[config.mk]
export PLATFORM = sky130hd
export DESIGN_NAME = mem_pattern_tester
export DESIGN_NICKNAME = d
export VERILOG_FILES = /design/src/rtl/mem_pattern_tester.sv
export SDC_FILE = /design/constraint.sdc
export NUM_CORES = 1
export LEC_CHECK = 0
export ABC_AREA = 1
export CAP_MARGIN = 20
export CORE_ASPECT_RATIO = 0.8
export CORE_MARGIN = 10
export CORE_UTILIZATION = 62
export DETAILED_ROUTE_END_ITERATION = 10
export PLACE_DENSITY = 0.89
export SYNTH_ARGS = -nofsm -noshare
export SYNTH_HDL_FRONTEND = slang
export SYNTH_SLANG_ARGS = --single-unit
[constraint.sdc]
create_clock -name clk -period 4.2 [get_ports clk]
set_input_delay 0.84 -clock clk [delete_from_list [all_inputs] [get_ports clk]]
set_output_delay 0.84 -clock clk [all_outputs]
set_load 0.05 [all_outputs]
[src/rtl/mem_pattern_tester.sv]
// Memory built-in self-test master: writes a pattern over N_TESTS words, reads them back with
// bounded read credit, and checks each in-order response against a regenerated expectation.
module mem_pattern_tester #(
  parameter int                ADDR_W          = 22,
  parameter int                DATA_W          = 16,
  parameter int                N_TESTS         = 8,
  parameter logic [ADDR_W-1:0] BASE_ADDR       = 'h2,
  parameter logic [ADDR_W-1:0] ADDR_STRIDE     = 'h10,
  parameter logic [DATA_W-1:0] SEED            = 'hACE1,
  parameter logic [DATA_W-1:0] TAPS            = 'hB400,
  parameter int                MAX_OUTSTANDING = 4,
  parameter int                TIMEOUT         = 1024,
  localparam int               IDXW            = $clog2(N_TESTS)
) (
  input  logic              clk,
  input  logic              rst,
  input  logic              start,
  input  logic [1:0]        mode,
  input  logic              memory_accepts_input,
  input  logic              memory_results_ready,
  input  logic [DATA_W-1:0] mem_out,
  input  logic [IDXW-1:0]   check_read,
  output logic              cmd_valid,
  output logic              we,
  output logic [ADDR_W-1:0] addr_reg,
  output logic [DATA_W-1:0] data_reg,
  output logic [N_TESTS-1:0] error,
  output logic [N_TESTS-1:0] tested,
  output logic [DATA_W-1:0] read_value,
  output logic [IDXW:0]     err_count,
  output logic [ADDR_W-1:0] first_err_addr,
  output logic              first_err_valid,
  output logic              busy,
  output logic              finish,
  output logic              timeout,
  output logic              protocol_err
);

  localparam int                OUTW     = $clog2(MAX_OUTSTANDING + 1);
  localparam int                TMRW     = $clog2(TIMEOUT + 1);
  localparam logic [IDXW-1:0]   LAST_IDX = IDXW'(N_TESTS - 1);
  localparam logic [OUTW-1:0]   MAX_OUT  = OUTW'(MAX_OUTSTANDING);
  localparam logic [TMRW-1:0]   TMR_LAST = TMRW'(TIMEOUT - 1);
  localparam logic [IDXW:0]     ERR_SAT  = (IDXW + 1)'(N_TESTS);
  localparam logic [DATA_W-1:0] SEED_EFF = (SEED == '0) ? DATA_W'(1) : SEED;

  typedef enum logic [2:0] {IDLE, WRITE, READ, DRAIN, DONE} state_t;
  typedef enum logic [1:0] {PAT_LFSR, PAT_WALK, PAT_ADDR, PAT_NLFSR} pattern_t;

  function automatic logic [DATA_W-1:0] lfsr_step(input logic [DATA_W-1:0] l);
    return {l[DATA_W-2:0], ^(l & TAPS)};
  endfunction

  function automatic logic [DATA_W-1:0] pattern(input pattern_t m, input logic [IDXW-1:0] idx,
                                                input logic [DATA_W-1:0] l,
                                                input logic [ADDR_W-1:0] a);
    case (m)
      PAT_LFSR: return l;
      PAT_WALK: return DATA_W'(1) << (32'(idx) % DATA_W);
      PAT_ADDR: return DATA_W'(a);
      default:  return ~l;
    endcase
  endfunction

  state_t            state, next_state;
  pattern_t          mode_q;
  logic [IDXW-1:0]   cmd_idx, rsp_idx;
  logic [DATA_W-1:0] wr_lfsr, chk_lfsr, expected;
  logic [ADDR_W-1:0] chk_addr;
  logic [OUTW-1:0]   outstanding;
  logic [TMRW-1:0]   idle_timer;
  logic [DATA_W-1:0] captured [N_TESTS];
  logic              launch, cmd_acc, wr_acc, rd_acc, rsp_take, rsp_stray, expire, mismatch;

  assign busy       = state inside {WRITE, READ, DRAIN};
  assign finish     = (state == DONE);
  assign we         = (state == WRITE);
  assign cmd_valid  = we || (state == READ && outstanding != MAX_OUT);
  assign launch     = start && (state == IDLE || state == DONE);
  assign cmd_acc    = cmd_valid && memory_accepts_input;
  assign wr_acc     = cmd_acc && we;
  assign rd_acc     = cmd_acc && !we;
  assign rsp_take   = memory_results_ready && busy && outstanding != '0;
  assign rsp_stray  = memory_results_ready && state != IDLE && outstanding == '0;
  assign expected   = pattern(mode_q, rsp_idx, chk_lfsr, chk_addr);
  assign mismatch   = (mem_out != expected);
  assign read_value = captured[check_read];

  // The response watchdog also runs while READ is stalled on credit, otherwise a silent
  // memory would leave the run stuck in READ forever.
  assign expire = (state == READ || state == DRAIN) && outstanding != '0 && !rsp_take &&
                  idle_timer == TMR_LAST;

  always_ff @(posedge clk) begin
    if (rst) state <= IDLE;
    else     state <= next_state;
  end

  // NOTE: next_state gets its default before the case so no path can infer a latch.
  always_comb begin
    next_state = state;
    unique case (state)
      IDLE, DONE: if (start) next_state = WRITE;
      WRITE:      if (wr_acc && cmd_idx == LAST_IDX) next_state = READ;
      READ: begin
        if (expire)                             next_state = DONE;
        else if (rd_acc && cmd_idx == LAST_IDX) next_state = DRAIN;
      end
      DRAIN:      if (outstanding == '0 || expire) next_state = DONE;
      default:    next_state = IDLE;
    endcase
  end

  // NOTE: state is updated with <= only, so every reader in this block sees pre-edge values.
  always_ff @(posedge clk) begin
    if (rst) begin
      mode_q          <= PAT_LFSR;
      cmd_idx         <= '0;
      rsp_idx         <= '0;
      wr_lfsr         <= SEED_EFF;
      chk_lfsr        <= SEED_EFF;
      chk_addr        <= '0;
      addr_reg        <= '0;
      data_reg        <= '0;
      outstanding     <= '0;
      idle_timer      <= '0;
      error           <= '1;
      tested          <= '0;
      err_count       <= '0;
      first_err_addr  <= '0;
      first_err_valid <= 1'b0;
      timeout         <= 1'b0;
      protocol_err    <= 1'b0;
      // NOTE: the capture array is small and its reset value is visible on read_value,
      // so it is reset like ordinary flops rather than left as uninitialised storage.
      for (int i = 0; i < N_TESTS; i++) captured[i] <= '1;
    end else if (launch) begin
      mode_q          <= pattern_t'(mode);
      cmd_idx         <= '0;
      rsp_idx         <= '0;
      wr_lfsr         <= SEED_EFF;
      chk_lfsr        <= SEED_EFF;
      chk_addr        <= BASE_ADDR;
      addr_reg        <= BASE_ADDR;
      data_reg        <= pattern(pattern_t'(mode), '0, SEED_EFF, BASE_ADDR);
      outstanding     <= '0;
      idle_timer      <= '0;
      error           <= '1;
      tested          <= '0;
      err_count       <= '0;
      first_err_addr  <= '0;
      first_err_valid <= 1'b0;
      timeout         <= 1'b0;
      protocol_err    <= 1'b0;
      for (int i = 0; i < N_TESTS; i++) captured[i] <= '1;
    end else begin
      if (cmd_acc) begin
        if (cmd_idx == LAST_IDX) begin
          cmd_idx  <= '0;
          addr_reg <= BASE_ADDR;
        end else begin
          cmd_idx  <= cmd_idx + IDXW'(1);
          addr_reg <= addr_reg + ADDR_STRIDE;
        end
      end

      if (wr_acc) begin
        wr_lfsr  <= lfsr_step(wr_lfsr);
        data_reg <= (cmd_idx == LAST_IDX) ? '0 :
                    pattern(mode_q, cmd_idx + IDXW'(1), lfsr_step(wr_lfsr), addr_reg + ADDR_STRIDE);
      end

      case ({rd_acc, rsp_take})
        2'b10:   outstanding <= outstanding + OUTW'(1);
        2'b01:   outstanding <= outstanding - OUTW'(1);
        default: ;
      endcase

      if (rsp_take || outstanding == '0 || !(state == READ || state == DRAIN))
        idle_timer <= '0;
      else
        idle_timer <= idle_timer + TMRW'(1);
      if (expire) timeout <= 1'b1;

      if (rsp_take) begin
        tested[rsp_idx]   <= 1'b1;
        error[rsp_idx]    <= mismatch;
        captured[rsp_idx] <= mem_out;
        rsp_idx           <= rsp_idx + IDXW'(1);
        chk_lfsr          <= lfsr_step(chk_lfsr);
        chk_addr          <= chk_addr + ADDR_STRIDE;
        if (mismatch) begin
          if (err_count != ERR_SAT) err_count <= err_count + (IDXW + 1)'(1);
          if (!first_err_valid) begin
            first_err_addr  <= chk_addr;
            first_err_valid <= 1'b1;
          end
        end
      end
      if (rsp_stray) protocol_err <= 1'b1;
    end
  end

endmodule

==> flow_summary.yaml, run 1 <==
status:
  outcome: "finished, final reports clean"
run:
  drv_cap: 0
global_routing:
  grt_busiest_layer: "met2"
  grt_max_degree: 65
  globalRouteOverflowTotal: 0
  grt_pass1_vias: 11100
  grtUsageMet1_pct: 32.5
  antenna_found_initial: 1
  use_met3_pct: 5.77
  grt_pass1_wl_um: 57000
  grt_util_all_layers_pct: 25.3
  use_met2_pct: 41.2
synthesis:
  syn_area_sq_um: 13100
  synthArstFlopShare_pct: 0
  synthCells: 1620
  synth_seq_cells: 281
  ys.flop_type: "dfxtp_1"
  yosys.area.top_type_share_pct: 29.3
  synth.area.top_cells: "edfxtp_1 (29%), dfxtp_1 (23%), nand2_1 (11%)"
  synth_edf_count: 128
  seq_area_frac_synth_pct: 52.7
  synthDistinctLibCells: 46
  yosys.area.top_type: "edfxtp_1"
  yosysMostFrequentCell: "nand2_1"
  yosys_warnings: 0
  avgSynthCellArea_sq_um: 8.09
  ys_top_cells_by_count: "nand2_1 (383), nor2_1 (255), dfxtp_1 (153)"
critical_path:
  required_ns: 3.36
  ff2ff_setup_slack_ns: 0.80
  path_max_fanout: 32
  rr_worst_depth: 10
  cp-startpoint: "check_read[1]"
  critPathKind: "in -> out"
  reg2reg_from: "mode_q[0]"
  crit_arrival_ns: 2.60
  r2r-end: "err_count[2]"
  crit_end: "read_value[8]"
  start_kind: "input pin"
  worstSetupEndpointType: "output port"
detailed_routing:
  vias: 11800
  post_drt_wl_per_cell_um: 17.9
  drtIter0Drc: 1709
  drt_wl_total_um: 36000
  ant_nets: 0
  vias_per_cell: 5.90
  drt_first_pass_iters: 6
  drc_errors: 0
worst_hold_path:
  hold_path_class: "reg -> reg"
  whs_path_depth: 1
sta:
  final.min_clock_period_ns: 3.44
  hold_viol: 0
  maxSlewViolCount: 0
  maxSlewHeadroom_pct: 40.9
  rsz0062_at_grt: "no"
  worst_pin_slew_ns: 0.885
  postLayoutSetupSlackWorst_ns: 0.761
  setup_viol: 0
  period_share_pct: 81.9
  timing.setup.tns_ns: 0
  fin_skew_ns: 0.0141
  max_freq_mhz: 291
placement:
  dp_cells: 1955
  dp_hpwl_um: 23900
  globalplace.congestion: 0.926
  dpl_worst_slack_ns: 0.827
  numPortBuffers: 122
clock_network:
  cts.clk_slew.worst_paths_ns: 0.06
  insertion_delay_ns: 0.55
  htree_levels: 1
  cts_hold_buf: 0
  cts_root_buffer: "clkbuf_16"
  tritoncts: "yes"
  cts_resized: 0
  cts_buffers: 27
  postCtsSetupRepairBufs: 0
  clock_sinks: 281
  clockBufferDepth: 3
die:
  die_h_um: 150
  fp.dieW_um: 183
  ios: 129
  floorplan.initialDensity_pct: 63.2
  rows: 47
  fp.coreArea_sq_um: 20800
  dieArea_sq_um: 27400
final_layout:
  nFillCells: 1425
  drive_gt1_share_pct: 6.11
  stdcell_count: 2004
  regMostFlops: "captured"
  insertedDiodeCount: 0
  synthToLayoutAreaGrowth_pct: 16.5
  fin_util_pct: 73.6
  fin_nets: 1760
  largest_reg_flops: 128
power_and_ir_drop:
  power_density_nw_per_um2: 491
  peakVddDrop_mv: 0.358
  p_leak_nw: 5.37
[worst max-delay path, cell delays in order]
cell	delay [ns]
clkdlybuf4s50_1	0.49
buf_4	0.33
o21ai_0	0.17
o22ai_1	0.20
nor2_1	0.05
a31oi_1	0.24
buf_4	0.26
[worst min path at each step]
stage	from	to	slack, ns
floorplan	idle_timer[0]	idle_timer[0]	0.42
global placement	idle_timer[0]	idle_timer[0]	0.43
detailed placement	idle_timer[0]	idle_timer[0]	0.44
CTS	protocol_err	protocol_err	0.46
global route	tested[5]	tested[5]	0.47
finish	idle_timer[0]	idle_timer[0]	0.45
[report_power, final]
group          internal, mW  total (mW)  switching (mW)  leakage, nW
Sequential             3.03        3.15           0.113         2.16
Clock                  1.43        2.49            1.06        0.433
Combinational         0.517        1.86            1.35         2.78
Total                  4.98        7.50            2.52         5.37
[routing by layer]
layer  up-vias  part of all wire [%]
met5         -                 0.036
met4         2                   3.0
met3        99                    12
met2       727                    46
met1      5450                    39
li1       5547                     -
[through the flow]
stage | hold slack [ns] | total power [mW] | area, sq um
2_1_floorplan | 0.418 | 4.47 | 13100
3_3_place_gp | 0.431 | 4.97 | 14400
3_5_place_dp | 0.441 | 5.02 | 14400
4_1_cts | 0.455 | 7.46 | 15300
5_1_grt | 0.467 | 7.76 | 15300
6_report | 0.452 | 7.50 | 15300
[placed cells by master (no fill, tap or decap), types with 3 or more instances in the layout]
master | synthesis | layout
o21ai_0 | 135 | 135
clkbuf_16 | 0 | 27
clkinv_2 | 1 | 5
inv_1 | 112 | 112
a31oi_1 | 19 | 19
nor3b_1 | 3 | 3
bufinv_16 | 0 | 3
a211oi_1 | 7 | 7
dfxtp_1 | 153 | 153
xor2_1 | 15 | 15
nand2_1 | 383 | 383
a21oi_1 | 89 | 89
clkdlybuf4s50_1 | 0 | 105
o21a_1 | 3 | 3
clkbuf_8 | 0 | 4
or2_2 | 3 | 3
clkinv_1 | 19 | 24
nor2_1 | 255 | 253
nand4_1 | 15 | 15
conb_1 | 1 | 6
nor3_1 | 19 | 19
edfxtp_1 | 128 | 128
ha_1 | 18 | 18
nand2_2 | 3 | 3
a21oi_2 | 3 | 3
clkinvlp_4 | 0 | 3
nand3_1 | 85 | 85
a22oi_1 | 6 | 6
nor2_2 | 9 | 10
o211ai_1 | 4 | 4
o22ai_1 | 27 | 27
buf_4 | 11 | 36
xnor2_1 | 6 | 6
[area by class of cell]
class	instances	area (sq um)	area share (%)
inverter	134	504	3.30
sequential	281	6910	45.2
timing repair buffer	142	1330	8.68
tap	269	337	2.20
clock inverter	17	165	1.08
clock buffer	32	734	4.81
multi-input combinational	1129	5300	34.7
[cell families after synthesis]
family	share of synthesized area, %
AND/OR/NAND/NOR	24.3
adder cells (fa/ha/maj)	1.87
XOR/XNOR	1.40
buffers and inverters	7.09
flip-flops	52.7
other	0.0286
AO/OA/AOI/OAI	12.6
(Power assumes the default switching activity.)
==> run 2: changes to the inputs <==
--- a/config.mk
+++ b/config.mk
@@ -9,9 +9,9 @@
 export CAP_MARGIN = 20
 export CORE_ASPECT_RATIO = 0.8
 export CORE_MARGIN = 10
-export CORE_UTILIZATION = 62
+export CORE_UTILIZATION = 57
 export DETAILED_ROUTE_END_ITERATION = 10
-export PLACE_DENSITY = 0.89
+export PLACE_DENSITY = 0.83
 export SYNTH_ARGS = -nofsm -noshare
 export SYNTH_HDL_FRONTEND = slang
 export SYNTH_SLANG_ARGS = --single-unit
==> constraint.sdc (replaced) <==
create_clock -name clk -period 3.3 [get_ports clk]
set_input_delay 0.66 -clock clk [delete_from_list [all_inputs] [get_ports clk]]
set_output_delay 0.66 -clock clk [all_outputs]
set_load 0.05 [all_outputs]
==> flow_summary.yaml, run 2 (synthesis results as in run 1) <==
power_and_ir_drop:
  p_total_mw: 9.48
  peakVddDrop_mv: 0.380
  power_density_nw_per_um2: 613
  p_leak_nw: 5.47
detailed_routing:
  vias_per_cell: 5.69
  drt_first_pass_iters: 7
  vias: 11700
  post_drt_wl_per_cell_um: 17.6
  drt_wl_total_um: 36300
  drc_errors: 0
  drtIter0Drc: 1454
  ant_nets: 0
critical_path:
  start_kind: "input pin"
  crit_arrival_ns: 2.35
  worstSetupEndpointType: "output port"
  path_max_fanout: 11
  required_ns: 2.64
  critPathKind: "in -> out"
clock_network:
  clock_sinks: 281
  clockBufferDepth: 3
  cts.clk_slew.worst_paths_ns: 0.06
  cts_buffers: 27
  htree_levels: 1
  postCtsSetupRepairBufs: 0
  tritoncts: "yes"
  insertion_delay_ns: 0.55
  cts_resized: 0
  cts_root_buffer: "clkbuf_16"
  cts_hold_buf: 0
global_routing:
  grt_pass1_wl_um: 57800
  antenna_found_initial: 1
  grt_max_degree: 65
  globalRouteOverflowTotal: 0
  grt_pass1_vias: 11000
  grt_util_all_layers_pct: 23.8
sta:
  rsz0062_at_grt: "no"
  postLayoutSetupSlackWorst_ns: 0.293
  fin_skew_ns: 0.0162
  worst_pin_slew_ns: 0.762
  final.min_clock_period_ns: 3.01
  maxSlewHeadroom_pct: 49.2
  period_share_pct: 91.1
  setup_viol: 0
  hold_ws_ns: 0.456
  timing.setup.tns_ns: 0
  hold_viol: 0
  maxSlewViolCount: 0
  max_freq_mhz: 333
final_layout:
  largest_reg_flops: 128
  final_common_cell: "nand2_1"
  nFillCells: 1773
  regMostFlops: "captured"
  drive_gt1_share_pct: 7.24
  final_cell_area_sq_um: 15500
  final_cell_mix: "nand2_1 (383), nor2_1 (253), dfxtp_1 (153), o21ai_0 (135), edfxtp_1 (128)"
  fin_util_pct: 68.5
  synthToLayoutAreaGrowth_pct: 17.9
  fin_nets: 1778
  stdcell_count: 2061
die:
  fp.coreArea_sq_um: 22600
  rows: 49
  dieArea_sq_um: 29500
  ios: 129
  fp.dieW_um: 190
  die_h_um: 156
  floorplan.initialDensity_pct: 58.1
placement:
  dp_hpwl_um: 24500
  dpl_worst_slack_ns: 0.350
  placed_cell_area_sq_um: 14600
  numPortBuffers: 122
  globalplace.congestion: 0.933
  dp_cells: 2010
status:
  outcome: "finished, final reports clean"
run:
  drv_cap: 0
worst_hold_path:
  hold_path_class: "reg -> reg"
run 2: cell types whose count changed in the layout (fill, tap and decap cells not counted):
| cell | change |
|---|---|
| buf_4 | +16 |
| clkinvlp_2 | -1 |
| inv_4 | +1 |
| buf_12 | +2 |
| diode_2 | +1 |
| clkinv_1 | -2 |
| clkbuf_8 | -1 |
| inv_6 | +1 |
| clkinv_2 | +5 |
| bufinv_16 | -1 |
| clkinv_4 | -1 |
run 2: worst max-delay path, cell delays in order:
cell	delay (ns)
clkdlybuf4s50_1	0.52
buf_4	0.20
o21ai_0	0.10
o22ai_1	0.19
nor2_1	0.06
a31oi_1	0.33
buf_4	0.28
run 2: final cells by class:
class	count	area, sq um	area share [%]
multi-input combinational	1129	5300	34.3
inverter	134	504	3.26
antenna	1	2.50	0.0162
sequential	281	6910	44.7
clock inverter	19	154	0.995
timing repair buffer	160	1490	9.61
tap	306	383	2.48
clock buffer	31	721	4.66
run 2: power by group:
group | switching (mW) | leakage [nW] | internal, mW
clock | 1.33 | 0.433 | 1.72
sequential | 0.145 | 2.16 | 3.86
combinational | 1.73 | 2.88 | 0.692
run 2: per-layer routing:
metal	global-route usage, %	routed length (um)	up-vias
met5	0.167	0	-
met4	6.64	915	0
met3	6.39	3940	74
met2	38.4	16600	642
met1	31.0	14800	5429
li1	-	-	5583
run 2: worst paths after layout:
path,startpoint,end,slack (ns),cells past startpoint
max,check_read[1],read_value[2],0.29,7
min reg2reg,tested[1],tested[1],0.46,2
max reg2reg,mode_q[0],err_count[0],0.42,13
min,tested[1],tested[1],0.46,2
==> run 3: changes to the inputs <==
--- a/config.mk
+++ b/config.mk
@@ -7,11 +7,12 @@
 export LEC_CHECK = 0
 export ABC_AREA = 1
 export CAP_MARGIN = 20
-export CORE_ASPECT_RATIO = 0.8
 export CORE_MARGIN = 10
 export CORE_UTILIZATION = 57
 export DETAILED_ROUTE_END_ITERATION = 10
+export GPL_TIMING_DRIVEN = 1
 export PLACE_DENSITY = 0.83
+export SLEW_MARGIN = 20
 export SYNTH_ARGS = -nofsm -noshare
 export SYNTH_HDL_FRONTEND = slang
 export SYNTH_SLANG_ARGS = --single-unit
==> flow_summary.yaml, run 3 (synthesis results as in run 1) <==
status:
  outcome: "finished, final reports clean"
global_routing:
  grt_max_degree: 66
  globalRouteOverflowTotal: 0
  grt_pass1_wl_um: 57800
  grt_util_all_layers_pct: 24.0
  antenna_found_initial: 2
  grt_pass1_vias: 11300
critical_path:
  crit_arrival_ns: 2.38
  ff2ff_setup_slack_ns: 0.41
  rr_worst_depth: 14
  slowest_stage: "clkdlybuf4s50_1"
  path_max_fanout: 32
  start_kind: "input pin"
  reg2reg_from: "mode_q[1]"
  crit_family: "buffers and inverters"
  cp.depth: 7
  cp_cell_sequence: "clkdlybuf4s50_1, buf_12, o21ai_0, o22ai_1, nor2_1, a31oi_1, buf_4"
  required_ns: 2.64
  worstSetupEndpointType: "output port"
  path_buf_inv: 3
  r2r-end: "err_count[0]"
  cpPeakStageDelay_ns: 0.53
  critPathKind: "in -> out"
power_and_ir_drop:
  p_leak_nw: 5.57
  power_density_nw_per_um2: 640
  peakVddDrop_mv: 0.457
  p_total_mw: 10.0
placement:
  dp_hpwl_um: 23800
  placed_cell_area_sq_um: 14600
  globalplace.congestion: 0.928
  dpl_worst_slack_ns: 0.311
  numPortBuffers: 122
final_layout:
  largest_reg_flops: 128
  regMostFlops: "captured"
  final_common_cell: "nand2_1"
  synthToLayoutAreaGrowth_pct: 19.7
  final_cell_mix: "nand2_1 (383), nor2_1 (253), dfxtp_1 (153), o21ai_0 (135), edfxtp_1 (128)"
  fin_nets: 1782
  nFillCells: 1722
  fin_util_pct: 69.3
  drive_gt1_share_pct: 7.67
  final_cell_area_sq_um: 15700
sta:
  setup_viol: 0
  final.min_clock_period_ns: 3.04
  postLayoutSetupSlackWorst_ns: 0.258
  rsz0062_at_grt: "no"
  fin_skew_ns: 0.0192
  hold_viol: 0
  worst_pin_slew_ns: 0.742
  maxSlewHeadroom_pct: 50.5
  period_share_pct: 92.2
  max_freq_mhz: 329
  maxSlewViolCount: 0
  timing.setup.tns_ns: 0
detailed_routing:
  drt_first_pass_iters: 8
  drtIter0Drc: 1201
  drt_wl_total_um: 35900
  vias: 11700
  ant_nets: 0
  vias_per_cell: 5.73
  drc_errors: 0
  post_drt_wl_per_cell_um: 17.5
worst_hold_path:
  hold_path_class: "reg -> reg"
  hold-path-endpoint: "protocol_err"
  hp-start: "protocol_err"
  whs_path_depth: 2
die:
  fp.coreArea_sq_um: 22600
  ios: 129
  die_h_um: 172
  dieArea_sq_um: 29500
  fp.dieW_um: 172
  floorplan.initialDensity_pct: 57.9
  rows: 55
clock_network:
  clock_sinks: 281
  tritoncts: "yes"
  cts.clk_slew.worst_paths_ns: 0.06
  cts_hold_buf: 0
  insertion_delay_ns: 0.56
  htree_levels: 1
  postCtsSetupRepairBufs: 0
  cts_buffers: 29
  cts_root_buffer: "clkbuf_16"
  cts_resized: 0
  clockBufferDepth: 3
run:
  drv_cap: 0
[run 3: changes by cell type in the layout (fill, tap and decap cells not counted), sizes merged]
cell      previous run  this run
inv                116       115
bufinv               2         6
clkinv              32        29
clkinvlp             3         4
clkbuf              31        34
diode                1         2
buf                 55        57
[run 3: cell type report]
class | count | area [sq um] | area share [%]
Tap cell | 285 | 357 | 2.27
Clock inverter | 20 | 268 | 1.71
Timing Repair Buffer | 162 | 1550 | 9.89
Multi-Input combinational cell | 1129 | 5300 | 33.8
Antenna cell | 2 | 5.00 | 0.0319
Inverter | 134 | 504 | 3.21
Sequential cell | 281 | 6910 | 44.0
Clock buffer | 34 | 796 | 5.07
[run 3: how the worst max path moves through the flow]
stage / startpoint / endpoint
2_1_floorplan: check_read[0] / read_value[13]
3_3_place_gp: check_read[1] / read_value[2]
3_5_place_dp: check_read[1] / read_value[2]
4_1_cts: check_read[1] / read_value[2]
5_1_grt: check_read[1] / read_value[2]
6_report: check_read[1] / read_value[2]
[run 3: power by group]
part	internal, mW	switching, mW	total [mW]
Sequential	3.86	0.153	4.01
Combinational	0.706	1.69	2.40
Clock	2.20	1.43	3.63
Total	6.76	3.28	10.0
[run 3: routing by layer]
layer	GRT usage [%]	part of all wire, %	wire [um]	up-vias
met5	0	0.047	17	-
met4	8.36	3.1	1100	2
met3	5.62	10	3630	99
met2	39.7	48	17100	575
met1	30.3	39	14000	5449
li1	-	-	-	5598
[run 3: tightest hold or removal path, stage by stage (launching register included)]
cell and delay, ns:
dfxtp_1 0.31, inv_1 0.04, a21oi_1 0.05
[run 3: stage by stage]
| stage | hold WS [ns] | std cells |
|---|---|---|
| detailed placement | 0.444 | 1991 |
| CTS | 0.456 | 2045 |
| floorplan | 0.418 | 1625 |
| global placement | 0.430 | 1991 |
| global route | 0.473 | 2045 |
| finish | 0.451 | 2047 |
==> edit 1, RTL diff (config.mk and constraints of run 3) <==
Add an input register stage for `mode`; this delays it by one clock. The other inputs are not delayed to match.
--- a/src/rtl/mem_pattern_tester.sv
+++ b/src/rtl/mem_pattern_tester.sv
@@ -47,6 +47,12 @@
   typedef enum logic [2:0] {IDLE, WRITE, READ, DRAIN, DONE} state_t;
   typedef enum logic [1:0] {PAT_LFSR, PAT_WALK, PAT_ADDR, PAT_NLFSR} pattern_t;
 
+  logic [1:0] mode_r;
+
+  always_ff @(posedge clk) begin
+    mode_r <= mode;
+  end
+
   function automatic logic [DATA_W-1:0] lfsr_step(input logic [DATA_W-1:0] l);
     return {l[DATA_W-2:0], ^(l & TAPS)};
   endfunction
@@ -135,14 +141,14 @@
       // so it is reset like ordinary flops rather than left as uninitialised storage.
       for (int i = 0; i < N_TESTS; i++) captured[i] <= '1;
     end else if (launch) begin
-      mode_q          <= pattern_t'(mode);
+      mode_q          <= pattern_t'(mode_r);
       cmd_idx         <= '0;
       rsp_idx         <= '0;
       wr_lfsr         <= SEED_EFF;
       chk_lfsr        <= SEED_EFF;
       chk_addr        <= BASE_ADDR;
       addr_reg        <= BASE_ADDR;
-      data_reg        <= pattern(pattern_t'(mode), '0, SEED_EFF, BASE_ADDR);
+      data_reg        <= pattern(pattern_t'(mode_r), '0, SEED_EFF, BASE_ADDR);
       outstanding     <= '0;
       idle_timer      <= '0;
       error           <= '1;
Formal check against the unedited RTL: not equivalent (a bounded check fails within 4 cycles, from zero or initial values and one cycle with rst high).
==> edit 1 against run 3 <==
- wire length decreased by 2.1%
- clock skew grew 0.0060 ns
- area after synthesis shrank 0.29%
- design area is 1.2% lower
- count of clock-buffer cells in the layout grew 11
- power is 2.5% lower
- setup slack improved by 0.0041 ns
- fmax grew 0.13%
- sequential cell count is 2 higher
==> edit 1: results (changes against run 3) <==
| Metric | Value |
|---|---|
| Status | `finished, final reports clean (unchanged)` |
| Routability Congestion | `0.902 (was 0.928)` |
| Resized cells post-CTS | `0 (unchanged)` |
| Antenna violations before repair | `0 (was 2)` |
| Biggest register | `captured (unchanged)` |
| Vias post-DR | `11.5k (was 11.7k)` |
| Worst path top cell family by delay | `buffers and inverters (unchanged)` |
| Non-Filler Instances | `2047 (unchanged)` |
| Gr usage total | `23.4% (was 24.0%)` |
| Count of cell types in the netlist | `38 (was 46)` |
| Num CTS Buffers | `29 (unchanged)` |
| Antenna fix cells | `0 (was 2)` |
| Clk Tree Root Cell | `clkbuf_16 (unchanged)` |
| Ys async rst share | `0% (unchanged)` |
| Largest stage delay, worst path | `0.45 ns (was 0.53 ns)` |
| Detailed Place HPWL | `23600 um (was 23800 um)` |
| Syn. warnings | `0 (unchanged)` |
| Register area share after synthesis | `53.1% (was 52.7%)` |
| Area contributors post-synth | `edfxtp_1 29%, dfxtp_1 24%, nand2_1 12%, nor2_1 7.1%, o21ai_0 5.4% (was edfxtp_1 29%, dfxtp_1 23%, nand2_1 11%, nor2_1 7.3%, o21ai_0 5.2%)` |
| Post-CTS Setup Bufs | `0 (unchanged)` |
| Starting DRT DRC Count | `1070 (was 1201)` |
| Maximum vdd drop | `0.659 mV (was 0.457 mV)` |
| Worst Tran Pin Value | `0.815 ns (was 0.742 ns)` |
| CP max-delay cell | `clkdlybuf4s50_1 (unchanged)` |
| Clk_lat worst skew | `0.55 ns` |
| Layout cells sized above 1 | `5.85% (was 7.67%)` |
| Routed wire per std cell | `17.2 um (was 17.5 um)` |
| Leakage | `5.51 nW (was 5.57 nW)` |
| Port bufs | `122 (unchanged)` |
| Internal Power | `6.60 mW (was 6.76 mW)` |
| Clk slew on worst S/H paths | `0.06 ns (about the same)` |
| Max reg flops | `128 (unchanged)` |
| Vias in the first global route | `11.2k (was 11.3k)` |
| Maximum number of pins on one net before global-route repair | `65 (was 66)` |
| Post-synth top flop | `dfxtp_1 (unchanged)` |
| Clk buf depth | `3 (unchanged)` |
| Clock Power | `3.32 mW (was 3.63 mW)` |
| CP arrival | `2.38 ns (about the same)` |
| NetSw | `3.19 mW (was 3.28 mW)` |
| Avg Cell Area, Syn | `8.01 um2 (was 8.09 um2)` |
| Post-Route Skew | `0.0252 ns (was 0.0192 ns)` |
| Htree depth | `1 (unchanged)` |
| Min-delay worst type | `reg -> reg (unchanged)` |
| Drt pass-1 iters | `6 (was 8)` |
| Post-synth EDFFs | `128 (unchanged)` |
| Nets | `1784 (was 1782)` |
| Critical path fanouts, max | `32 (unchanged)` |
| Synth cell count leaders | `405 x nand2_1, 246 x nor2_1, 155 x dfxtp_1, 142 x o21ai_0, 128 x edfxtp_1 (was 383 x nand2_1, 255 x nor2_1, 153 x dfxtp_1, 135 x o21ai_0, 128 x edfxtp_1)` |
| First-pass GRT wire length | `55800 um (was 57800 um)` |
| P_seq | `4.03 mW` |
edit 1: cell count changes after synthesis, sizes merged, moves of 5 or more:
| cell | delta |
|---|---|
| nand2 | +21 |
| nor2 | -14 |
| inv | +8 |
| clkbuf | +7 |
| nand4 | -7 |
| o21ai | +7 |
| buf | -6 |
| nand3 | -5 |
edit 1: kinds of logic after synthesis:
| kind of cell | count (synthesis) | synth area share (%) |
|---|---|---|
| and+or+nand+nor | 777 | 23.9 |
| AOI/OAI and AO/OA | 309 | 12.8 |
| DFF | 283 | 53.1 |
| buffers and inverters | 221 | 6.82 |
| xor gates and xnor gates | 22 | 1.47 |
| adders and majority gates | 19 | 1.88 |
| other | 1 | 0.0287 |
edit 1: stage by stage:
step | hold slack, ns | util (%) | worst slack, ns | cell area, um2
detailed placement | 0.437 | 64.4 | 0.248 | 14500
CTS | 0.450 | 68.7 | 0.289 | 15500
finish | 0.444 | 68.7 | 0.262 | 15500
global placement | 0.426 | 64.4 | 0.305 | 14500
floorplan | 0.418 | - | 0.334 | 13100
global route | 0.472 | 68.7 | 0.173 | 15500
edit 1: path summary, 6_finish.rpt:
check	start	end	slack [ns]	depth (start not counted)
min reg2reg	idle_timer[0]	idle_timer[0]	0.44	1
min	idle_timer[0]	idle_timer[0]	0.44	1
max	check_read[1]	read_value[15]	0.26	8
max reg2reg	mode_q[1]	err_count[0]	0.63	16
edit 1: routing by layer:
layer  share of wire [%]  up-vias  GRT usage, %
li1                    -     5601             -
met1                  39     5365          27.9
met3                 9.3       67          5.04
met2                  49      514          40.5
met4                 2.8        0          8.51
met5                   0        -             0
edit 1: final cells by class:
type	instances	area [um2]
flip-flops and latches	283	6950
fillers	1787	7070
clock buffers	45	817
clock inverters	9	145
inverters	139	522
repair buffers	153	1450
well taps	285	357
multi-input cells	1133	5270
==> edit 2, RTL diff (flow settings as in run 3) <==
Without the edit above. Set the parameter `MAX_OUTSTANDING` to 8 (it was 4).
--- a/src/rtl/mem_pattern_tester.sv
+++ b/src/rtl/mem_pattern_tester.sv
@@ -8,7 +8,7 @@
   parameter logic [ADDR_W-1:0] ADDR_STRIDE     = 'h10,
   parameter logic [DATA_W-1:0] SEED            = 'hACE1,
   parameter logic [DATA_W-1:0] TAPS            = 'hB400,
-  parameter int                MAX_OUTSTANDING = 4,
+  parameter int                MAX_OUTSTANDING = 8,
   parameter int                TIMEOUT         = 1024,
   localparam int               IDXW            = $clog2(N_TESTS)
 ) (
Formal check against the unedited RTL: no difference found for any inputs over 4 cycles, from zero or initial values and one cycle with rst high; that may be too few to reach the edited logic, so the function may still have changed.
==> edit 2 against run 3 <==
- design area decreased by 0.57%
- area after synthesis increased by 0.55%
- wire length decreased by 1.9%
- via count decreased by 1.4%
- global-route usage decreased by 0.41 points
- setup slack improved by 0.078 ns
- power decreased by 0.71%
- sequential cell count increased by 1
==> edit 2: results (changes against run 3) <==
| Metric | Value |
|---|---|
| Post-synth top flop | `dfxtp_1 (unchanged)` |
| Fill cells | `1795 (was 1722)` |
| Post-Route Skew | `0.0144 ns (was 0.0192 ns)` |
| Max reg flops | `128 (unchanged)` |
| Synth cell count leaders | `386 x nand2_1, 247 x nor2_1, 154 x dfxtp_1, 142 x o21ai_0, 128 x edfxtp_1 (was 383 x nand2_1, 255 x nor2_1, 153 x dfxtp_1, 135 x o21ai_0, 128 x edfxtp_1)` |
| CP arrival | `2.30 ns (was 2.38 ns)` |
| Count of cell types in the netlist | `47 (was 46)` |
| Htree depth | `1 (unchanged)` |
| Maximum vdd drop | `0.639 mV (was 0.457 mV)` |
| Layout cells sized above 1 | `6.61% (was 7.67%)` |
| Antenna violations before repair | `0 (was 2)` |
| Nets | `1793 (was 1782)` |
| Routed wire per std cell | `17.1 um (was 17.5 um)` |
| Ys async rst share | `0% (unchanged)` |
| Starting DRT DRC Count | `1155 (was 1201)` |
| Clk buf depth | `3 (unchanged)` |
| Num CTS Buffers | `28 (was 29)` |
| HP Start | `idle_timer[0] (was protocol_err)` |
| Status | `finished, final reports clean (unchanged)` |
| Detailed Place HPWL | `23900 um (was 23800 um)` |
| Clk slew on worst S/H paths | `0.06 ns (about the same)` |
| Via/cell ratio | `5.63 (was 5.73)` |
| Gr usage total | `23.6% (was 24.0%)` |
| Maximum number of pins on one net before global-route repair | `88 (was 66)` |
| Area contributors post-synth | `edfxtp_1 29%, dfxtp_1 23%, nand2_1 11%, nor2_1 7.0%, o21ai_0 5.4% (was edfxtp_1 29%, dfxtp_1 23%, nand2_1 11%, nor2_1 7.3%, o21ai_0 5.2%)` |
| Drt pass-1 iters | `6 (was 8)` |
| First-pass GRT wire length | `56800 um (was 57800 um)` |
| Post-CTS Setup Bufs | `0 (unchanged)` |
| Leakage | `5.52 nW (was 5.57 nW)` |
| Routability Congestion | `0.920 (was 0.928)` |
| Port bufs | `122 (unchanged)` |
| Critical path fanouts, max | `4 (was 32)` |
| Placement Setup Slack | `0.262 ns (was 0.311 ns)` |
| Worst Tran Pin Value | `0.806 ns (was 0.742 ns)` |
| Critical Path Source | `state[2] (was check_read[1])` |
| Antenna fix cells | `0 (was 2)` |
| Vias in the first global route | `11.1k (was 11.3k)` |
| Register area share after synthesis | `52.5% (was 52.7%)` |
| Largest stage delay, worst path | `0.85 ns (was 0.53 ns)` |
-- edit 2: cell types whose count changed after synthesis, sizes merged, moves of 3 or more --
cell,change
nand3,-4
clkbuf,+3
nor3,+6
buf,-3
xnor2,+5
o21ai,+7
a21oi,+7
nor2,-10
-- edit 2: final cells by class --
| type | count | area (um2) | area share, % |
|---|---|---|---|
| flip-flops and latches | 282 | 6930 | 44.4 |
| well taps | 285 | 357 | 2.29 |
| multi-input cells | 1136 | 5360 | 34.3 |
| clock buffers | 48 | 848 | 5.44 |
| repair buffers | 163 | 1560 | 9.99 |
| clock inverters | 4 | 43.8 | 0.281 |
| inverters | 136 | 510 | 3.27 |
-- edit 2: kinds of logic (layout without fill, tap and decap cells) --
| logic type | Yosys count | in the layout | synth area share (%) |
|---|---|---|---|
| simple gates | 770 | 770 | 23.8 |
| flops | 282 | 282 | 52.5 |
| other cells | 1 | 6 | 0.0284 |
| compound gates | 315 | 315 | 13.0 |
| fa+ha+maj | 20 | 20 | 1.90 |
| xor+xnor | 25 | 25 | 1.66 |
| buf+inv | 217 | 351 | 7.02 |
-- edit 2: worst paths after layout --
path | end | slack (ns) | depth (start not counted)
setup / recovery | cmd_valid | 0.34 | 6
hold / removal | idle_timer[0] | 0.45 | 1
setup reg to reg | err_count[3] | 0.69 | 14
hold reg to reg | idle_timer[0] | 0.45 | 1
-- edit 2: layer usage --
metal  vias up  part of all wire [%]  track usage (%)  routed length, um
met5         -                     0                0                  0
met4         0                   2.5             7.46                889
met3        63                   9.5             4.88               3320
met2       499                    48             39.9              16900
met1      5358                    40             29.7              14100
li1       5634                     -                -                  -
-- edit 2: per-stage QoR --
stage,util [%],power [mW],area (um2),std cells
2_1_floorplan,-,6.04,13200,1635
3_3_place_gp,64.8,6.82,14700,2002
3_5_place_dp,64.8,6.89,14700,2002
4_1_cts,68.7,9.97,15600,2054
5_1_grt,68.7,10.4,15600,2054
6_report,68.7,9.97,15600,2054
-- edit 2: power breakdown --
part | internal, mW | switching (mW) | leakage [nW]
sequential | 3.92 | 0.179 | 2.17
combinational | 0.821 | 1.95 | 2.92
clock | 1.81 | 1.29 | 0.436
total | 6.55 | 3.42 | 5.52
-- edit 2: worst max-delay path, delay by kind of cell (launching register included) --
family	cells	cell delay [ns]
buf+inv	2	0.94
simple gates	4	0.49
flops	1	0.33
